### src/rtl/wb_arb_pkg.sv
// wb_arb_pkg: shared widths and the MD result queue entry for the WB write arbiter
package wb_arb_pkg;
    localparam int RWIDTH = 5;
    localparam int WORD = 32;
    localparam int DEPTH = 4;
    localparam int CW = $clog2(DEPTH + 1);
    typedef struct packed {
        logic valid;
        logic [RWIDTH-1:0] wreg;
        logic [WORD-1:0] data;
    } md_entry_t;
endpackage

### src/rtl/md_result_queue.sv
// md_result_queue: FIFO of MD results with per-entry kill by destination register
module md_result_queue
    import wb_arb_pkg::*;
(
    input  logic              Clock,
    input  logic              Reset,
    input  logic              push,
    input  logic [RWIDTH-1:0] push_reg,
    input  logic [WORD-1:0]   push_data,
    input  logic              pop,
    input  logic              kill,
    input  logic [RWIDTH-1:0] kill_reg,
    output md_entry_t         head,
    output logic [CW-1:0]     count
);
    localparam int PW = $clog2(DEPTH);
    md_entry_t mem [DEPTH];
    logic [PW-1:0] hd, tl;
    assign head = mem[hd];
    // the push follows the kill so a same-cycle result survives as the younger write
    always_ff @(posedge Clock) begin
        if (Reset) begin
            hd <= '0;
            tl <= '0;
            count <= '0;
            for (int i = 0; i < DEPTH; i++) mem[i].valid <= 1'b0;
        end else begin
            for (int i = 0; i < DEPTH; i++)
                if (kill && mem[i].wreg == kill_reg) mem[i].valid <= 1'b0;
            if (push) begin
                mem[tl] <= '{valid: 1'b1, wreg: push_reg, data: push_data};
                tl <= tl + PW'(1);
            end
            if (pop) hd <= hd + PW'(1);
            count <= count + CW'(push) - CW'(pop);
        end
    end
endmodule

### src/rtl/wb_write_arbiter.sv
// wb_write_arbiter: shares the register-file write port between the WB stage and queued MD results
module wb_write_arbiter
    import wb_arb_pkg::*;
#(
    parameter int STARVE_LIMIT = 8
) (
    input  logic              Clock,
    input  logic              Reset,
    input  logic              WB_RegWrite,
    input  logic [RWIDTH-1:0] WB_Write_reg,
    input  logic [WORD-1:0]   WB_Write_data,
    input  logic              MD_Valid,
    input  logic [RWIDTH-1:0] MD_Write_reg,
    input  logic [WORD-1:0]   MD_Write_data,
    output logic              MD_Ready,
    output logic              RF_RegWrite,
    output logic [RWIDTH-1:0] RF_Write_reg,
    output logic [WORD-1:0]   RF_Write_data,
    output logic              Pipe_Stall
);
    localparam int SW = $clog2(STARVE_LIMIT + 1);
    md_entry_t head;
    logic [CW-1:0] count;
    logic [SW-1:0] starve;
    logic wb_req, empty, accept, head_wr, bypass, md_nz, bypass_wr, push, pop;
    assign wb_req = WB_RegWrite & (WB_Write_reg != '0) & ~Pipe_Stall;
    assign empty = count == '0;
    assign MD_Ready = ~Reset & (count < CW'(DEPTH));
    assign accept = MD_Valid & MD_Ready;
    assign md_nz = MD_Write_reg != '0;
    assign head_wr = ~empty & head.valid & ~wb_req;
    assign bypass = empty & ~wb_req & accept;
    assign bypass_wr = bypass & md_nz;
    assign push = accept & md_nz & ~bypass;
    // killed heads leave every cycle, even when WB owns the port
    assign pop = ~empty & (head_wr | ~head.valid);
    assign RF_RegWrite = ~Reset & (wb_req | head_wr | bypass_wr);
    assign RF_Write_reg = head_wr ? head.wreg : bypass_wr ? MD_Write_reg : WB_Write_reg;
    assign RF_Write_data = head_wr ? head.data : bypass_wr ? MD_Write_data : WB_Write_data;
    md_result_queue u_queue (
        .Clock    (Clock),
        .Reset    (Reset),
        .push     (push),
        .push_reg (MD_Write_reg),
        .push_data(MD_Write_data),
        .pop      (pop),
        .kill     (wb_req),
        .kill_reg (WB_Write_reg),
        .head     (head),
        .count    (count)
    );
    // a stall cycle blocks wb_req, so stalls can never come back to back
    always_ff @(posedge Clock) begin
        if (Reset) begin
            starve <= '0;
            Pipe_Stall <= 1'b0;
        end else begin
            Pipe_Stall <= 1'b0;
            if (empty || head_wr) starve <= '0;
            else if (wb_req) begin
                if (starve == SW'(STARVE_LIMIT - 1)) begin
                    starve <= '0;
                    Pipe_Stall <= 1'b1;
                end else starve <= starve + SW'(1);
            end
        end
    end
endmodule

### config.mk
export PLATFORM = sky130hd
export DESIGN_NAME = wb_write_arbiter
export DESIGN_NICKNAME = d
export VERILOG_FILES = /design/src/rtl/wb_arb_pkg.sv /design/src/rtl/md_result_queue.sv /design/src/rtl/wb_write_arbiter.sv
export SDC_FILE = /design/constraint.sdc
export NUM_CORES = 1
export LEC_CHECK = 0
export BUFFER_PORTS_ARGS = -buffer_cell sky130_fd_sc_hd__buf_2
export CAP_MARGIN = 20
export CELL_PAD_IN_SITES_DETAIL_PLACEMENT = 1
export CELL_PAD_IN_SITES_GLOBAL_PLACEMENT = 2
export CORE_AREA = 4 4 143 145
export CTS_CLUSTER_SIZE = 40
export DETAILED_ROUTE_END_ITERATION = 6
export DIE_AREA = 0 0 147 149
export PLACE_DENSITY_LB_ADDON = 0.1
export SETUP_SLACK_MARGIN = 0.5
export SYNTH_ARGS = -nofsm -noshare
export SYNTH_HDL_FRONTEND = slang
export SYNTH_HIERARCHICAL = 1
export SYNTH_SLANG_ARGS = --single-unit
### constraint.sdc
create_clock -name Clock -period 3.4 [get_ports Clock]
set_input_delay 0.34 -clock Clock [delete_from_list [all_inputs] [get_ports Clock]]
set_output_delay 0.34 -clock Clock [all_outputs]
set_load 0.005 [all_outputs]
==> report_table.html <==
<table>
<tr><th>Metric</th><th>Value</th></tr>
<tr><th colspan="2">Worst setup path</th></tr>
<tr><td>Critical Path Start Type</td><td>flop</td></tr>
<tr><td>Internal reg-to-reg setup slack</td><td>roughly 0.80 ns</td></tr>
<tr><td>Crit Path Category</td><td>flop to output port</td></tr>
<tr><td>Reg2Reg Capture Point</td><td>u_queue/mem[2][27]$_DFFE_PP_</td></tr>
<tr><td>Capturing element of the worst setup path</td><td>RF_Write_data[30]</td></tr>
<tr><td>Required time of the critical path</td><td>a little over 3 ns</td></tr>
<tr><td>Number of cells on the worst reg-to-reg path</td><td>7</td></tr>
<tr><td>Critical Path Sink Type</td><td>output port</td></tr>
<tr><td>Arrival time of the worst setup path</td><td>approximately 2.5 ns</td></tr>
<tr><td>Startpoint of the worst register-to-register path</td><td>Pipe_Stall$_SDFF_PP0_</td></tr>
<tr><td>Crit Path Max Fanout</td><td>21</td></tr>
<tr><th colspan="2">Clock network</th></tr>
<tr><td>Library cell used as clock root buffer</td><td>sky130_fd_sc_hd__clkbuf_16</td></tr>
<tr><td>TritonCTS clock tree</td><td>yes</td></tr>
<tr><td>Clock transition at path regs</td><td>approximately 0.060 ns</td></tr>
<tr><td># clock sinks</td><td>about 170</td></tr>
<tr><td>Number of buffers added to fix hold violations after cts</td><td>0</td></tr>
<tr><td>Bufs on Longest Clock Path</td><td>2</td></tr>
<tr><td>Total clock buffers created by CTS</td><td>17</td></tr>
<tr><td>H-tree Lvls</td><td>4</td></tr>
<tr><td>Clock latency on the worst-skew pair</td><td>0.43 ns</td></tr>
<tr><th colspan="2">Global route</th></tr>
<tr><td>Vias in the first global route</td><td>~5.5k</td></tr>
<tr><td>Global-route wire length before repair</td><td>32,500 µm</td></tr>
<tr><td>Total congestion overflow</td><td>0</td></tr>
<tr><td>Overall routing resource usage</td><td>between 10% and 20%</td></tr>
<tr><td>Largest net degree at the start of global routing</td><td>41</td></tr>
<tr><td>Antenna violations before repair</td><td>0</td></tr>
<tr><th colspan="2">Layout</th></tr>
<tr><td>Area added between synthesis and finish</td><td>19.1%</td></tr>
<tr><td>NumNets Final</td><td>around 700</td></tr>
<tr><td>Final design area excluding fillers</td><td>about 9000 µm²</td></tr>
<tr><td>Fraction of final layout cells with drive strength greater than 1</td><td>between 30% and 40%</td></tr>
<tr><td>Antenna fix cells</td><td>0</td></tr>
<tr><td>Number of cells in the finished layout apart from fillers</td><td>between 800 and 900</td></tr>
<tr><td># fillers</td><td>between 1.5k and 2k</td></tr>
<tr><th colspan="2">Floorplanning</th></tr>
<tr><td>Chip height</td><td>between 100 and 150 µm</td></tr>
<tr><td>Chip Width</td><td>between 100 and 150 µm</td></tr>
<tr><td>Initial core utilization</td><td>roughly two fifths</td></tr>
<tr><td>FP Rows</td><td>51</td></tr>
<tr><td>Full die area</td><td>roughly 22,000 µm²</td></tr>
<tr><td>Area of the core</td><td>between 15,000 and 20,000 µm²</td></tr>
<tr><td>I/O pin count</td><td>approximately 120</td></tr>
<tr><th colspan="2">Power</th></tr>
<tr><td>Max VDD drop</td><td>between 0.0003 and 0.0004 V</td></tr>
<tr><td>Cell leakage power</td><td>roughly 3.2 nW</td></tr>
<tr><td>Ratio of total power to cell area</td><td>between 600 and 700 nW/µm²</td></tr>
<tr><th colspan="2">Yosys</th></tr>
<tr><td>Most common flop cell mapped by yosys</td><td>sky130_fd_sc_hd__edfxtp_1</td></tr>
<tr><td>Post-synth design cell area</td><td>approximately 7800 µm²</td></tr>
<tr><td>Largest cells by area after synthesis</td><td>sky130_fd_sc_hd__edfxtp_1 (57%), sky130_fd_sc_hd__mux4_2 (11%), sky130_fd_sc_hd__dfxtp_1 (4.6%)</td></tr>
<tr><td>Cell type contributing the most total cell area after synthesis</td><td>sky130_fd_sc_hd__edfxtp_1</td></tr>
<tr><td>Proportion of synthesized flip-flops having asynchronous set or reset</td><td>0%</td></tr>
<tr><td>Sequential share of the synthesized area</td><td>between 60% and 70%</td></tr>
<tr><td>Xor/xnor cell area share of the yosys netlist</td><td>slightly below 3%</td></tr>
<tr><td>Complex-gate fraction of the synthesized area</td><td>15.0%</td></tr>
<tr><td>Mux cell area share after synthesis</td><td>11.2%</td></tr>
<tr><td>Yosys warning count</td><td>6</td></tr>
<tr><td>Number of nets in the synthesized netlist</td><td>a little under 600</td></tr>
<tr><td>Adder-cell share of the synthesized area</td><td>under 10%</td></tr>
<tr><td>Largest family of logic cells by synthesized area</td><td>compound AO/OA/AOI/OAI gates</td></tr>
<tr><td>Area fraction in and, or, nand and nor cells after synthesis</td><td>~3.6%</td></tr>
<tr><td>Synthesis-stage register bit count</td><td>between 150 and 200</td></tr>
<tr><td>Number of unique standard cell types used by synthesis</td><td>between 40 and 50</td></tr>
<tr><td>Area share of the leading cell type in the synthesized netlist</td><td>a little under three fifths</td></tr>
<tr><td>Number of enable-type register cells in the synthesized netlist</td><td>148</td></tr>
<tr><td>Instance count of the mapped netlist</td><td>504</td></tr>
<tr><td>Synthesized area per cell</td><td>about 15 µm²</td></tr>
<tr><th colspan="2">STA</th></tr>
<tr><td>Final period utilization</td><td>approximately 83%</td></tr>
<tr><td>RSZ-0062 raised after global routing</td><td>true</td></tr>
<tr><td>Number of setup violations in the final report</td><td>0</td></tr>
<tr><td>Number of endpoints with negative hold slack in the final report</td><td>0</td></tr>
<tr><td>Max Transition Viols Final</td><td>0</td></tr>
<tr><td>Worst rel slew slack</td><td>between 30% and 40%</td></tr>
<tr><td>Setup_tns</td><td>0 ns</td></tr>
<tr><td>Worst hold slack after final layout</td><td>between 0.1 and 0.15 ns</td></tr>
<tr><td>Worst clock skew</td><td>about 0.018 ns</td></tr>
<tr><td>Worst Tran Pin Value</td><td>a little over 1 ns</td></tr>
<tr><td>Max Clock Freq</td><td>between 300 and 400 MHz</td></tr>
<tr><td>Time the worst path needs with I/O delays and setup</td><td>between 2 and 3 ns</td></tr>
<tr><th colspan="2">Routing</th></tr>
<tr><td>Remaining number of nets flagged by the antenna check after routing</td><td>0</td></tr>
<tr><td>Drt first-iter violations</td><td>about 350</td></tr>
<tr><td>DRC violation count after routing</td><td>0</td></tr>
<tr><td>Total via count after detailed routing</td><td>about 5.1k</td></tr>
<tr><td>Routed vias/inst</td><td>about 5.7</td></tr>
<tr><td>First-pass DRT Iterations</td><td>4</td></tr>
<tr><td>Routed length per instance</td><td>23.0 µm</td></tr>
<tr><td>Total routed wirelength</td><td>20,600 µm</td></tr>
<tr><th colspan="2">Min path</th></tr>
<tr><td>HP Class</td><td>primary input to flop</td></tr>
<tr><td>Hold wc startpoint</td><td>MD_Write_data[25]</td></tr>
<tr><th colspan="2">Placement</th></tr>
<tr><td>Number of cells after detailed placement</td><td>between 800 and 900</td></tr>
<tr><td>Final Wtd Congestion</td><td>between 0.7 and 0.8</td></tr>
<tr><td>Area after detailed placement</td><td>roughly 8600 µm²</td></tr>
<tr><td>IO Port Bufs</td><td>117</td></tr>
<tr><td>Post-DP HPWL</td><td>13,000 µm</td></tr>
<tr><th colspan="2">Flow run</th></tr>
<tr><td>Max cap viols</td><td>0</td></tr>
<tr><th colspan="2">Run status</th></tr>
<tr><td>Outcome</td><td>finished clean</td></tr>
</table>
power breakdown:
part	internal [mW]	switching (mW)
Clock	1.02	0.806
Combinational	0.768	0.853
Sequential	2.31	0.0569
cells in the mapped netlist, types with 4 or more instances:
| cell | count |
|---|---|
| sky130_fd_sc_hd__edfxtp_1 | 148 |
| sky130_fd_sc_hd__mux4_2 | 38 |
| sky130_fd_sc_hd__o21ai_0 | 35 |
| sky130_fd_sc_hd__a2bb2oi_1 | 34 |
| sky130_fd_sc_hd__a21o_1 | 33 |
| sky130_fd_sc_hd__o2111ai_1 | 32 |
| sky130_fd_sc_hd__clkbuf_1 | 19 |
| sky130_fd_sc_hd__dfxtp_1 | 18 |
| sky130_fd_sc_hd__xor2_1 | 17 |
| sky130_fd_sc_hd__nor2_1 | 14 |
| sky130_fd_sc_hd__buf_2 | 13 |
| sky130_fd_sc_hd__xnor2_1 | 9 |
| sky130_fd_sc_hd__a21oi_1 | 8 |
| sky130_fd_sc_hd__a31oi_1 | 8 |
| sky130_fd_sc_hd__inv_1 | 8 |
| sky130_fd_sc_hd__ha_1 | 7 |
| sky130_fd_sc_hd__nand2_1 | 6 |
| sky130_fd_sc_hd__buf_6 | 5 |
| sky130_fd_sc_hd__nand4_1 | 5 |
| sky130_fd_sc_hd__o21ai_1 | 5 |
| sky130_fd_sc_hd__buf_4 | 4 |
| sky130_fd_sc_hd__nor3_1 | 4 |
critical path: stages, from the launching register on:
cell,delay (ns)
sky130_fd_sc_hd__dfxtp_2,0.35
sky130_fd_sc_hd__mux4_2,0.57
sky130_fd_sc_hd__o21ai_4,0.09
sky130_fd_sc_hd__nand2b_4,0.34
sky130_fd_sc_hd__buf_12,0.22
sky130_fd_sc_hd__a2bb2oi_1,0.30
sky130_fd_sc_hd__buf_2,0.18
flip-flops by register name (all words and copies together) (netlist names), named ones only:
signal,cells
u_queue/mem,152
starve,4
u_queue/tl,2
u_queue/count,3
u_queue/hd,2
Pipe_Stall,1
stage by stage:
| stage | utilization [%] | power (mW) | setup WS [ns] |
|---|---|---|---|
| after floorplan | - | 3.55 | 0.538 |
| after global placement | 44.9 | 4.02 | 0.548 |
| after detailed placement | 44.9 | 4.03 | 0.455 |
| after CTS | 48.0 | 5.88 | 0.515 |
| after global routing | 48.1 | 6.11 | 0.494 |
| final | 48.1 | 5.81 | 0.594 |
per-layer routing:
metal	GRT usage, %	vias up	wire length (µm)
met5	0	-	0
met4	5.50	0	289
met3	3.01	21	859
met2	33.7	131	10500
met1	25.8	2685	8980
li1	-	2289	-
kinds of logic after synthesis:
| logic type | Yosys count |
|---|---|
| adder cells (fa/ha/maj) | 8 |
| flip-flops | 166 |
| buffers and inverters | 56 |
| XOR/XNOR | 26 |
| multiplexers | 39 |
| AO/OA/AOI/OAI | 159 |
| AND/OR/NAND/NOR | 50 |
cell type report:
| class | count | area [µm²] | share of cell area (%) |
|---|---|---|---|
| well taps | 265 | 332 | 3.59 |
| flip-flops and latches | 166 | 4810 | 52.1 |
| inverters | 9 | 33.8 | 0.366 |
| clock inverters | 15 | 146 | 1.59 |
| clock buffers | 17 | 425 | 4.61 |
| repair buffers | 140 | 807 | 8.74 |
| multi-input cells | 282 | 2680 | 29.1 |
placed cells by master (no fill, tap or decap), types with 8 or more instances in the layout:
cell,netlist,final
sky130_fd_sc_hd__o21ai_0,35,34
sky130_fd_sc_hd__a21o_1,33,33
sky130_fd_sc_hd__clkbuf_16,0,17
sky130_fd_sc_hd__edfxtp_1,148,148
sky130_fd_sc_hd__xnor2_1,9,9
sky130_fd_sc_hd__mux4_2,38,38
sky130_fd_sc_hd__xor2_1,17,17
sky130_fd_sc_hd__o2111ai_1,32,32
sky130_fd_sc_hd__dfxtp_1,18,16
sky130_fd_sc_hd__buf_2,13,117
sky130_fd_sc_hd__a2bb2oi_1,34,34
sky130_fd_sc_hd__buf_4,4,18
sky130_fd_sc_hd__nor2_1,14,13
sky130_fd_sc_hd__a31oi_1,8,8
sky130_fd_sc_hd__a21oi_1,8,8
how the worst min path moves through the flow:
stage | slack (ns) | cells after the start | to
after global routing | 0.13 | 1 | u_queue/mem[3][12]$_DFFE_PP_
after detailed placement | 0.45 | 2 | u_queue/mem[3][37]$_SDFFE_PP1P_
final | 0.14 | 1 | u_queue/mem[1][25]$_DFFE_PP_
after global placement | 0.45 | 2 | u_queue/mem[3][37]$_SDFFE_PP1P_
after floorplan | 0.42 | 1 | Pipe_Stall$_SDFF_PP0_
after CTS | 0.13 | 1 | u_queue/mem[3][25]$_DFFE_PP_
timing repair:
action | 4_1_cts | 5_1_grt
pin swaps | 1 | 0
setup endpoints to repair | 27 | 8
resized for setup | 2 | 3
hold endpoints to repair | 0 | 0
setup buffers | 3 | 0
No activity file was read; power rests on OpenSTA's default activity.
